--- config.mk ---
export PLATFORM = sky130hd
export DESIGN_NAME = register_dump_reader_flat
export DESIGN_NICKNAME = d
export VERILOG_FILES = /design/src/rtl/register_dump_reader_pkg.sv /design/src/rtl/register_dump_reader_if.sv /design/src/rtl/register_dump_reader_word_byte_serializer.sv /design/src/rtl/register_dump_reader.sv /design/src/flat_wrapper.sv
export SDC_FILE = /design/constraint.sdc
export NUM_CORES = 1
export LEC_CHECK = 0
export BUFFER_PORTS_ARGS = -buffer_cell sky130_fd_sc_hd__buf_4
export CORE_MARGIN = 3
export CORE_UTILIZATION = 45
export DETAILED_ROUTE_END_ITERATION = 6
export PLACE_DENSITY = 0.7
export SLEW_MARGIN = 25
export SYNTH_ARGS = -nofsm -noshare
export SYNTH_HDL_FRONTEND = slang
export SYNTH_SLANG_ARGS = --single-unit
--- constraint.sdc ---
create_clock -name clock_i -period 6.1 [get_ports clock_i]
set_clock_uncertainty 0.05 [all_clocks]
set_input_delay 0.915 -clock clock_i [delete_from_list [all_inputs] [get_ports clock_i]]
set_output_delay 0.915 -clock clock_i [all_outputs]
set_load 0.03 [all_outputs]
--- src/rtl/register_dump_reader_pkg.sv ---
// rtl/register_dump_reader_pkg.sv - shared constants, FSM encoding and helpers for the register dump reader
package register_dump_reader_pkg;

    localparam int DEF_NB_REG     = 5;
    localparam int DEF_NB_DATA    = 32;
    localparam int DEF_N_REGISTER = 32;
    localparam int DEF_NB_BYTE    = 8;

    localparam int BYTES_PER_WORD       = DEF_NB_DATA / DEF_NB_BYTE;
    localparam bit BYTE_ORDER_LSB_FIRST = 1'b1;

    typedef enum logic [2:0] {
        ST_IDLE  = 3'd0,
        ST_READ  = 3'd1,
        ST_LATCH = 3'd2,
        ST_SEND  = 3'd3,
        ST_CKSUM = 3'd4,
        ST_DONE  = 3'd5
    } state_t;

    function automatic int bytes_per_word(input int nb_data, input int nb_byte);
        return nb_data / nb_byte;
    endfunction

endpackage

--- src/rtl/register_dump_reader_if.sv ---
// rtl/register_dump_reader_if.sv - bank read port, byte stream and control handshake of the dump reader
interface register_dump_reader_if
    import register_dump_reader_pkg::*;
#(
    parameter int NB_REG  = DEF_NB_REG,
    parameter int NB_DATA = DEF_NB_DATA,
    parameter int NB_BYTE = DEF_NB_BYTE
);
    logic               start_i;
    logic [NB_REG-1:0]  rd_addr_o;
    logic [NB_DATA-1:0] rd_data_i;
    logic [NB_BYTE-1:0] tx_data_o;
    logic               tx_valid_o;
    logic               tx_ready_i;
    logic               busy_o;
    logic               done_o;

    modport master (
        input  start_i, rd_data_i, tx_ready_i,
        output rd_addr_o, tx_data_o, tx_valid_o, busy_o, done_o
    );

    modport slave (
        output start_i, rd_data_i, tx_ready_i,
        input  rd_addr_o, tx_data_o, tx_valid_o, busy_o, done_o
    );
endinterface

--- src/rtl/register_dump_reader_word_byte_serializer.sv ---
// rtl/register_dump_reader_word_byte_serializer.sv - loads one word and emits it as valid/ready bytes
module word_byte_serializer
    import register_dump_reader_pkg::*;
#(
    parameter int NB_DATA = DEF_NB_DATA,
    parameter int NB_BYTE = DEF_NB_BYTE
) (
    input  logic               clock_i,
    input  logic               reset_i,
    input  logic               load_i,
    input  logic [NB_DATA-1:0] word_i,
    input  logic               ready_i,
    output logic [NB_BYTE-1:0] data_o,
    output logic               valid_o,
    output logic               last_o
);
    localparam int BPW   = bytes_per_word(NB_DATA, NB_BYTE);
    localparam int CNT_W = (BPW > 1) ? $clog2(BPW) : 1;

    logic [NB_DATA-1:0] shift_q, shift_d;
    logic [CNT_W-1:0]   count_q, count_d;
    logic               valid_q, valid_d;
    logic               accept;

    assign accept  = valid_q && ready_i;
    assign last_o  = accept && (count_q == CNT_W'(BPW - 1));
    assign valid_o = valid_q;
    assign data_o  = BYTE_ORDER_LSB_FIRST ? shift_q[NB_BYTE-1:0] : shift_q[NB_DATA-1 -: NB_BYTE];

    always_comb begin
        shift_d = shift_q;
        count_d = count_q;
        valid_d = valid_q;
        if (load_i) begin
            shift_d = word_i;
            count_d = '0;
            valid_d = 1'b1;
        end else if (accept) begin
            // Shifting in zeros leaves data_o at 0 once the word is drained.
            shift_d = BYTE_ORDER_LSB_FIRST ? (shift_q >> NB_BYTE) : (shift_q << NB_BYTE);
            count_d = count_q + 1'b1;
            if (last_o) begin
                valid_d = 1'b0;
                count_d = '0;
            end
        end
    end

    always_ff @(posedge clock_i or posedge reset_i) begin
        if (reset_i) begin
            shift_q <= '0;
            count_q <= '0;
            valid_q <= 1'b0;
        end else begin
            shift_q <= shift_d;
            count_q <= count_d;
            valid_q <= valid_d;
        end
    end
endmodule

--- src/rtl/register_dump_reader.sv ---
// rtl/register_dump_reader.sv - register bank dump FSM; REG_DUMP_CHECKSUM_EN appends an XOR checksum byte
module register_dump_reader
    import register_dump_reader_pkg::*;
#(
    parameter int NB_REG     = DEF_NB_REG,
    parameter int NB_DATA    = DEF_NB_DATA,
    parameter int N_REGISTER = DEF_N_REGISTER,
    parameter int NB_BYTE    = DEF_NB_BYTE
) (
    input  logic                   clock_i,
    input  logic                   reset_i,
    register_dump_reader_if.master bus
);
`ifdef REG_DUMP_CHECKSUM_EN
    localparam state_t ST_AFTER_LAST = ST_CKSUM;
`else
    localparam state_t ST_AFTER_LAST = ST_DONE;
`endif

    state_t             state_q, state_d;
    logic [NB_REG-1:0]  index_q, index_d;
    logic               ser_load;
    logic               ser_valid;
    logic               ser_last;
    logic [NB_BYTE-1:0] ser_data;
    logic               last_reg;

    assign last_reg = (index_q == NB_REG'(N_REGISTER - 1));

    word_byte_serializer #(
        .NB_DATA (NB_DATA),
        .NB_BYTE (NB_BYTE)
    ) u_serializer (
        .clock_i (clock_i),
        .reset_i (reset_i),
        .load_i  (ser_load),
        .word_i  (bus.rd_data_i),
        .ready_i (bus.tx_ready_i),
        .data_o  (ser_data),
        .valid_o (ser_valid),
        .last_o  (ser_last)
    );

    always_comb begin
        state_d  = state_q;
        index_d  = index_q;
        ser_load = 1'b0;
        case (state_q)
            ST_IDLE: begin
                if (bus.start_i) begin
                    state_d = ST_READ;
                    index_d = '0;
                end
            end
            ST_READ:  state_d = ST_LATCH;
            ST_LATCH: begin
                // Bank output is valid during this cycle; capture on its closing edge.
                ser_load = 1'b1;
                state_d  = ST_SEND;
            end
            ST_SEND: begin
                if (ser_last) begin
                    if (last_reg) begin
                        state_d = ST_AFTER_LAST;
                    end else begin
                        state_d = ST_READ;
                        index_d = index_q + 1'b1;
                    end
                end
            end
`ifdef REG_DUMP_CHECKSUM_EN
            ST_CKSUM: begin
                if (bus.tx_ready_i) begin
                    state_d = ST_DONE;
                end
            end
`endif
            ST_DONE: begin
                state_d = ST_IDLE;
                index_d = '0;
            end
            default: state_d = ST_IDLE;
        endcase
    end

    always_ff @(posedge clock_i or posedge reset_i) begin
        if (reset_i) begin
            state_q <= ST_IDLE;
            index_q <= '0;
        end else begin
            state_q <= state_d;
            index_q <= index_d;
        end
    end

`ifdef REG_DUMP_CHECKSUM_EN
    logic [NB_BYTE-1:0] cksum_q, cksum_d;

    always_comb begin
        cksum_d = cksum_q;
        if (state_q == ST_IDLE && bus.start_i) begin
            cksum_d = '0;
        end else if (state_q == ST_SEND && ser_valid && bus.tx_ready_i) begin
            cksum_d = cksum_q ^ ser_data;
        end
    end

    always_ff @(posedge clock_i or posedge reset_i) begin
        if (reset_i) begin
            cksum_q <= '0;
        end else begin
            cksum_q <= cksum_d;
        end
    end

    assign bus.tx_valid_o = ser_valid || (state_q == ST_CKSUM);
    assign bus.tx_data_o  = (state_q == ST_CKSUM) ? cksum_q : ser_data;
`else
    assign bus.tx_valid_o = ser_valid;
    assign bus.tx_data_o  = ser_data;
`endif

    assign bus.rd_addr_o = index_q;
    assign bus.busy_o    = (state_q != ST_IDLE);
    assign bus.done_o    = (state_q == ST_DONE);
endmodule

--- src/flat_wrapper.sv ---
// flat-port wrapper written by rule: the top's interface ports become plain ports
module register_dump_reader_flat import register_dump_reader_pkg::*;
#(
    parameter int NB_REG     = DEF_NB_REG,
    parameter int NB_DATA    = DEF_NB_DATA,
    parameter int N_REGISTER = DEF_N_REGISTER,
    parameter int NB_BYTE    = DEF_NB_BYTE
)
  (clock_i, reset_i, bus_start_i, bus_rd_data_i, bus_tx_ready_i, bus_rd_addr_o, bus_tx_data_o, bus_tx_valid_o, bus_busy_o, bus_done_o);
  register_dump_reader_if #(.NB_REG(NB_REG), .NB_DATA(NB_DATA), .NB_BYTE(NB_BYTE)) bus_i ();
  input  logic clock_i;
  input  logic reset_i;
  input wire logic [$bits(bus_i.start_i)-1:0] bus_start_i;
  input wire logic [$bits(bus_i.rd_data_i)-1:0] bus_rd_data_i;
  input wire logic [$bits(bus_i.tx_ready_i)-1:0] bus_tx_ready_i;
  output wire logic [$bits(bus_i.rd_addr_o)-1:0] bus_rd_addr_o;
  output wire logic [$bits(bus_i.tx_data_o)-1:0] bus_tx_data_o;
  output wire logic [$bits(bus_i.tx_valid_o)-1:0] bus_tx_valid_o;
  output wire logic [$bits(bus_i.busy_o)-1:0] bus_busy_o;
  output wire logic [$bits(bus_i.done_o)-1:0] bus_done_o;
  assign bus_i.start_i = bus_start_i;
  assign bus_i.rd_data_i = bus_rd_data_i;
  assign bus_i.tx_ready_i = bus_tx_ready_i;
  assign bus_rd_addr_o = bus_i.rd_addr_o;
  assign bus_tx_data_o = bus_i.tx_data_o;
  assign bus_tx_valid_o = bus_i.tx_valid_o;
  assign bus_busy_o = bus_i.busy_o;
  assign bus_done_o = bus_i.done_o;
  register_dump_reader #(.NB_REG(NB_REG), .NB_DATA(NB_DATA), .N_REGISTER(N_REGISTER), .NB_BYTE(NB_BYTE)) u_core (.clock_i(clock_i), .reset_i(reset_i), .bus(bus_i));
endmodule
==> results.cfg, run 1 <==
[floorplan]
io_pins = 52
die_y_um = 72.97
core_area_um2 = 4173
initial_utilization_pct = 48.37
rows = 23
dieArea_um2 = 5325
fp.dieW_um = 72.97

[global_route]
grt_use_total_pct = 15.41
antenna_found_initial = 0
grt_remaining_overflow = 0
grt_pass1_vias = 1380
grt_max_degree = 68
grt_first_pass_wirelength_um = 6272

[routing]
first_iter_violations = 127
antenna_left = 0
drt-wirelength-per-cell_um = 13.00
drc = 0
vias = 1429
routed_wl_um = 3743
drt_pass1_iterations = 4
via_per_inst = 4.962

[flow_run]
cap_violations = 0

[cells_and_area]
postLayoutCellArea_um2 = 2467
fill_cells = 371
ff_latch_area_um2 = 1076
n_antenna_cell = 0
instances_no_fill = 288
num-nets-final = 277
multiInputGateArea_um2 = 820.8
drive_gt1_share_pct = 26.89
area_growth_pct = 22.26

[setup_path]
crit_path_end_kind = output pin
r2r_setup_slack_ns = 4.03
cp_cell_sequence = or3_1, buf_4
crit_buf_inv = 1
r2r-start = u_core.bus.rd_addr_o[0]
cp-endpoint = bus_busy_o
crit_type = flop to output pin
cpMaxStageDelayCell = dfrtp_1
cp.arrival_ns = 1.32
crit_required_ns = 5.13
critical-path-max-stage-delay_ns = 0.47
cp-start-kind = flop
worstSetupPathDepth = 2
reg2reg_depth = 7
cp_max_fo = 7
cp_top_family = flip-flops
crit_start = u_core.state_q[2]
rr_endpoint = u_core.bus.rd_addr_o[3]

[logic_synthesis]
synth.distinct_cells = 30
syn_area_per_cell_um2 = 10.24
synth-seq-cells = 43
synth_cells = 197
synthesis.area_um2 = 2018
ys_seq_area_share_pct = 53.32
ys_warn_count = 0
synthesis.nets = 236

[power]
ir_drop_mv = 0.1776
p_clk_share_pct = 20.7
p_leak_uw = 0.001253
power_frac_seq_pct = 43.9
p_sw_uw = 349.8
netSwitchingFraction_pct = 34.94
p_comb_share_pct = 35.4
total_power_uw = 1001
power.density_nw_per_um2 = 405.8
intPower_uw = 651.3

[sta]
drv_slew = 0
hold_viol_final = 0
setup_viol = 0
worst_pin_slew_ns = 0.9105
rsz0062_at_grt = false
relSlewSlack_pct = 39.09
clock.fmax_mhz = 437.7
setup_tns_ns = 0
fin_crit_sh_pct = 37.46
setup_slack_ns = 3.815
layout_min_cycle_time_ns = 2.285

[placement]
gp_congestion = 0.7618
portBuffers = 51
placed_cells = 281
hpwlAfterDp_um = 2602
postPlaceCellArea_um2 = 2365
pre_cts_slack_ns = 3.801

[clock_network]
postCtsHoldBufs = 0
clock_sinks = 43
clk_latency_ns = 0.28
clock_path_buffers = 2
cts_inserted_buffers = 5
path_clk_slew_ns = 0.08
cts_setup_buffers = 0
cts_tree = yes
cts_resized = 0
root_buffer = clkbuf_8
h-tree-depth = 2

[hold_path]
hold_path_class = flop to flop

[status]
status = finished, final reports clean
## per-layer routing
layer / global-route usage, % / routed length [um]
met3: 4.821 / 170
met2: 21.44 / 1684
met1: 22.21 / 1843
met5: 0 / 0
met4: 6.352 / 44
## synthesized netlist by cell type
cell       n  area, um^2
buf_2      3       15.01
nor3_1     1       5.000
nor2_2     1       6.260
nor3_2     1       10.01
mux2_2     1       11.26
and3b_1    1       8.760
mux2i_1   25       250.2
o21ai_1    2       10.01
nand2_1   42       157.7
and2_4     1       8.760
ha_1       3       37.54
dfrtp_1   43        1076
nand2b_1   1       6.260
buf_4     11       82.58
o21bai_1   2       15.01
nand2_2    1       6.260
a22o_1     3       26.28
and3_1     4       25.02
nand3_1    2       10.01
nand3b_1   1       7.510
a31oi_1    1       6.260
a221o_1    1       10.01
inv_1      4       15.01
clkbuf_1   4       15.01
or3_1      1       6.260
o31ai_1    1       7.510
nor2_1     2       7.510
and4b_1    1       10.01
a21oi_1    3       15.01
o21ai_0   30       150.1
## worst min-delay path: stages, from the launching register on
cell	delay, ns
dfrtp_1	0.38
nand2_1	0.06
o21ai_1	0.05
## cell families after synthesis
family | Yosys count | synth area share, %
buf+inv | 22 | 6.323
flops | 43 | 53.32
simple gates | 60 | 13.64
fa+ha+maj | 3 | 1.860
mux | 26 | 12.96
compound gates | 43 | 11.90
## how the worst min path moves through the flow
stage                                          startpoint                               to  slack (ns)  depth (start not counted)
after global placement    u_core.u_serializer.shift_q[26]  u_core.u_serializer.shift_q[26]        0.46                          2
after floorplan           u_core.u_serializer.shift_q[26]  u_core.u_serializer.shift_q[26]        0.44                          2
after detailed placement  u_core.u_serializer.shift_q[31]  u_core.u_serializer.shift_q[31]        0.46                          2
after CTS                 u_core.u_serializer.shift_q[26]  u_core.u_serializer.shift_q[26]        0.48                          2
final                     u_core.u_serializer.shift_q[26]  u_core.u_serializer.shift_q[26]        0.48                          2
after global routing      u_core.u_serializer.shift_q[26]  u_core.u_serializer.shift_q[26]        0.49                          2
## state kept, by name, summed over array words and instances, names as in the netlist
name,cells
u_core.u_serializer.count_q,2
u_core.bus.rd_addr_o,5
u_core.u_serializer.shift_q,32
u_core.state_q,3
u_core.u_serializer.valid_o,1
## final cells by class
cell class                      instances  share of cell area (%)
Clock buffer                            6                   2.941
Clock inverter                          1                   1.217
Inverter                                4                  0.6085
Multi-Input combinational cell        132                   33.27
Sequential cell                        43                   43.61
Tap cell                               50                   2.535
Timing Repair Buffer                   52                   15.82
## through the flow
| step | utilization [%] | hold slack, ns |
|---|---|---|
| 4_1_cts | 59.13 | 0.4775 |
| 2_1_floorplan | - | 0.4426 |
| 3_3_place_gp | 56.67 | 0.4586 |
| 3_5_place_dp | 56.67 | 0.4633 |
| 5_1_grt | 59.13 | 0.4875 |
| 6_report | 59.13 | 0.4765 |
## cell usage in the layout, fill, tap and decap left out, drive strengths merged, types with 2 or more instances in the layout
| cell type | netlist | layout |
|---|---|---|
| clkbuf | 4 | 6 |
| ha | 3 | 3 |
| nand2 | 43 | 43 |
| nor3 | 2 | 2 |
| a21oi | 3 | 3 |
| nand3 | 2 | 2 |
| inv | 4 | 4 |
| buf | 14 | 52 |
| mux2i | 25 | 25 |
| dfrtp | 43 | 43 |
| and3 | 4 | 4 |
| o21bai | 2 | 2 |
| nor2 | 3 | 3 |
| o21ai | 32 | 32 |
| a22o | 3 | 3 |
## power groups by stage
stage	registers, uW	clock network (uW)	logic, uW
final	440	207	354
after global routing	452	228	392
after CTS	442	215	360
after detailed placement	448	0	358
after global placement	443	0	350
after floorplan	450	0	267
Power figures use the tool's default switching activity.
==> run 2, diff against run 1 <==
--- a/config.mk
+++ b/config.mk
@@ -5,11 +5,12 @@
 export SDC_FILE = /design/constraint.sdc
 export NUM_CORES = 1
 export LEC_CHECK = 0
+export ABC_AREA = 1
 export BUFFER_PORTS_ARGS = -buffer_cell sky130_fd_sc_hd__buf_4
 export CORE_MARGIN = 3
 export CORE_UTILIZATION = 45
 export DETAILED_ROUTE_END_ITERATION = 6
-export PLACE_DENSITY = 0.7
+export PLACE_DENSITY = 0.72
 export SLEW_MARGIN = 25
 export SYNTH_ARGS = -nofsm -noshare
 export SYNTH_HDL_FRONTEND = slang
==> constraint.sdc (replaced) <==
create_clock -name clock_i -period 2.05 [get_ports clock_i]
set_clock_uncertainty 0.05 [all_clocks]
set_input_delay 0.3075 -clock clock_i [delete_from_list [all_inputs] [get_ports clock_i]]
set_output_delay 0.3075 -clock clock_i [all_outputs]
set_load 0.03 [all_outputs]
==> run 2 against run 1 <==
Via count up 34%; critical path depth up 6; clock-buffer cell count stayed put; sequential power grew to 3.3 times the previous value; global-route usage is 2.3 points higher; worst hold slack worse by 0.38 ns; sequential cell count unchanged; die area rose by 6.2%; non-clock buffer count up 7; clock power rose by 140%; critical path type is now flop to flop; largest cell class unchanged; utilization decreased by 1.3 points; power grew to 3.6 times the previous value.
==> results.cfg, run 2 <==
[status]
status = finished, final reports clean

[hold_path]
hold_path_class = primary input to async pin

[setup_path]
crit_required_ns = 2.19
cp-start-kind = flop
cp_max_fo = 5
crit_path_end_kind = flop
crit_type = flop to flop
cp.arrival_ns = 1.83

[logic_synthesis]
synth_area_leaders = dfrtp_1 50%, nand3_1 19%, nand2_1 12%
async_flop_share_pct = 100.0
yosys.area.top_type = dfrtp_1
synth.area.mux_share_pct = 0
synthesis.area_um2 = 2155
ys_top_cells_by_count = 83 x nand3_1, 68 x nand2_1, 43 x dfrtp_1, 14 x inv_1, 11 x buf_4
synthXorXnorAreaFrac_pct = 0
ys.flop_type = dfrtp_1
synth.distinct_cells = 22
synth_compound_area_share_pct = 2.091
synth-edff-count = 0
synth.top_cell.area_share_pct = 49.94
yosys.area_share.adder_pct = 1.742
synthesis.nets = 302
synth_top_family_by_area = simple AND/OR/NAND/NOR gates
synth-seq-cells = 43
ys_seq_area_share_pct = 49.94
syn_area_per_cell_um2 = 8.192
synth_cells = 263
ys_warn_count = 0
synth_simple_gate_area_share_pct = 36.64
yosysMostFrequentCell = nand3_1

[routing]
topRoutingLayerUsed = met4
antenna_left = 0
met3_length_um = 229
drt-wirelength-per-cell_um = 13.01
drt_pass1_iterations = 4
routed_wl_um = 4656
via_per_inst = 5.352
drc = 0
wl_met1_um = 2147
met2_length_um = 2227
first_iter_violations = 82
vias = 1916

[floorplan]
core_area_um2 = 4474
die_y_um = 75.20
fp.dieW_um = 75.20
dieArea_um2 = 5654
io_pins = 52
rows = 24
initial_utilization_pct = 48.15

[clock_network]
clock_sinks = 43
cts_resized = 0
cts_inserted_buffers = 5
root_buffer = clkbuf_8
path_clk_slew_ns = 0.07
postCtsHoldBufs = 0
cts_setup_buffers = 0
h-tree-depth = 2
clk_latency_ns = 0.29
clock_path_buffers = 2
cts_tree = yes

[power]
p_leak_uw = 0.001371
p_comb_share_pct = 46.6
p_sw_uw = 1556
total_power_uw = 3602
power.density_nw_per_um2 = 1391
netSwitchingFraction_pct = 43.20
power_frac_seq_pct = 39.9
ir_drop_mv = 0.5605
p_clk_share_pct = 13.6
intPower_uw = 2046

[sta]
relSlewSlack_pct = 64.69
worst_pin_slew_ns = 0.5296
setup_slack_ns = 0.3628
fin_crit_sh_pct = 82.30
setup_viol = 0
hold_viol_final = 0
setup_tns_ns = 0
rsz0062_at_grt = false
clock.fmax_mhz = 592.7
layout_min_cycle_time_ns = 1.687
drv_slew = 0

[placement]
pre_cts_slack_ns = 0.3842
hpwlAfterDp_um = 3342
gp_congestion = 0.8337
portBuffers = 51
postPlaceCellArea_um2 = 2516

[cells_and_area]
num-nets-final = 346
ff_latch_area_um2 = 1076
n_antenna_cell = 0
multiInputGateArea_um2 = 872.1
largest_reg_flops = 32
drive_gt1_share_pct = 23.53
fill_cells = 438
area_growth_pct = 20.15
fin_util_pct = 57.86
layout_common_cells = 83 x nand3_1, 68 x nand2_1, 59 x buf_4
postLayoutCellArea_um2 = 2589
top_register = u_core.u_serializer.shift_q
final_common_cell = nand3_1

[flow_run]
cap_violations = 0

[global_route]
grt_pass1_vias = 1767
grt_max_degree = 44
grt_remaining_overflow = 0
antenna_found_initial = 0
grt_first_pass_wirelength_um = 7672
grt_use_total_pct = 17.74
==> run 2: per-stage QoR <==
step                      hold slack, ns  std cells
after floorplan                   0.3743        263
after global placement            0.4288        352
after detailed placement          0.4320        352
after CTS                         0.1134        358
after global routing              0.1410        358
final                            0.09277        358
==> run 2: cell type report <==
type | count | area share, %
sequential | 43 | 41.57
timing repair buffer | 59 | 17.11
clock buffer | 6 | 2.803
tap | 52 | 2.513
multi-input combinational | 182 | 33.69
inverter | 16 | 2.320
==> run 2: path summary, 6_finish.rpt <==
check / slack, ns / cells after the start / from / to
worst max-delay path: 0.36 / 8 / u_core.bus.rd_addr_o[0] / u_core.bus.rd_addr_o[3]
worst min-delay path: 0.09 / 3 / reset_i / u_core.u_serializer.shift_q[3]
worst max register to register: 0.36 / 8 / u_core.bus.rd_addr_o[0] / u_core.bus.rd_addr_o[3]
worst min register to register: 0.45 / 2 / u_core.u_serializer.shift_q[25] / u_core.u_serializer.shift_q[25]
max in group asynchronous: 1.50 / 3 / reset_i / u_core.u_serializer.shift_q[31]
min in group clock_i: 0.16 / 3 / bus_rd_data_i[27] / u_core.u_serializer.shift_q[27]
==> run 2: cell families after synthesis <==
| group | Yosys count |
|---|---|
| simple gates | 172 |
| flops | 43 |
| buf+inv | 38 |
| compound gates | 7 |
| fa+ha+maj | 3 |
==> run 2: power groups by stage <==
stage	Clock (uW)	Combinational, uW	Sequential (uW)
6_report	490	1680	1440
5_1_grt	547	1890	1480
3_3_place_gp	0	1660	1430
2_1_floorplan	0	1320	1460
3_5_place_dp	0	1690	1450
4_1_cts	508	1700	1430
==> run 2: critical path: stages (launching register included) <==
cell and delay, ns:
dfrtp_1 0.43, ha_1 0.23, nand2_1 0.09, nor2_1 0.05
ha_1 0.20, o21ai_2 0.24, nand3_2 0.16, nand2_1 0.09
nand2_1 0.05
==> run 2: routing by layer <==
| layer | vias to the layer above | track usage, % |
|---|---|---|
| met4 | 0 | 5.243 |
| met2 | 48 | 29.69 |
| li1 | 956 | - |
| met5 | - | 0 |
| met3 | 6 | 4.806 |
| met1 | 906 | 22.55 |
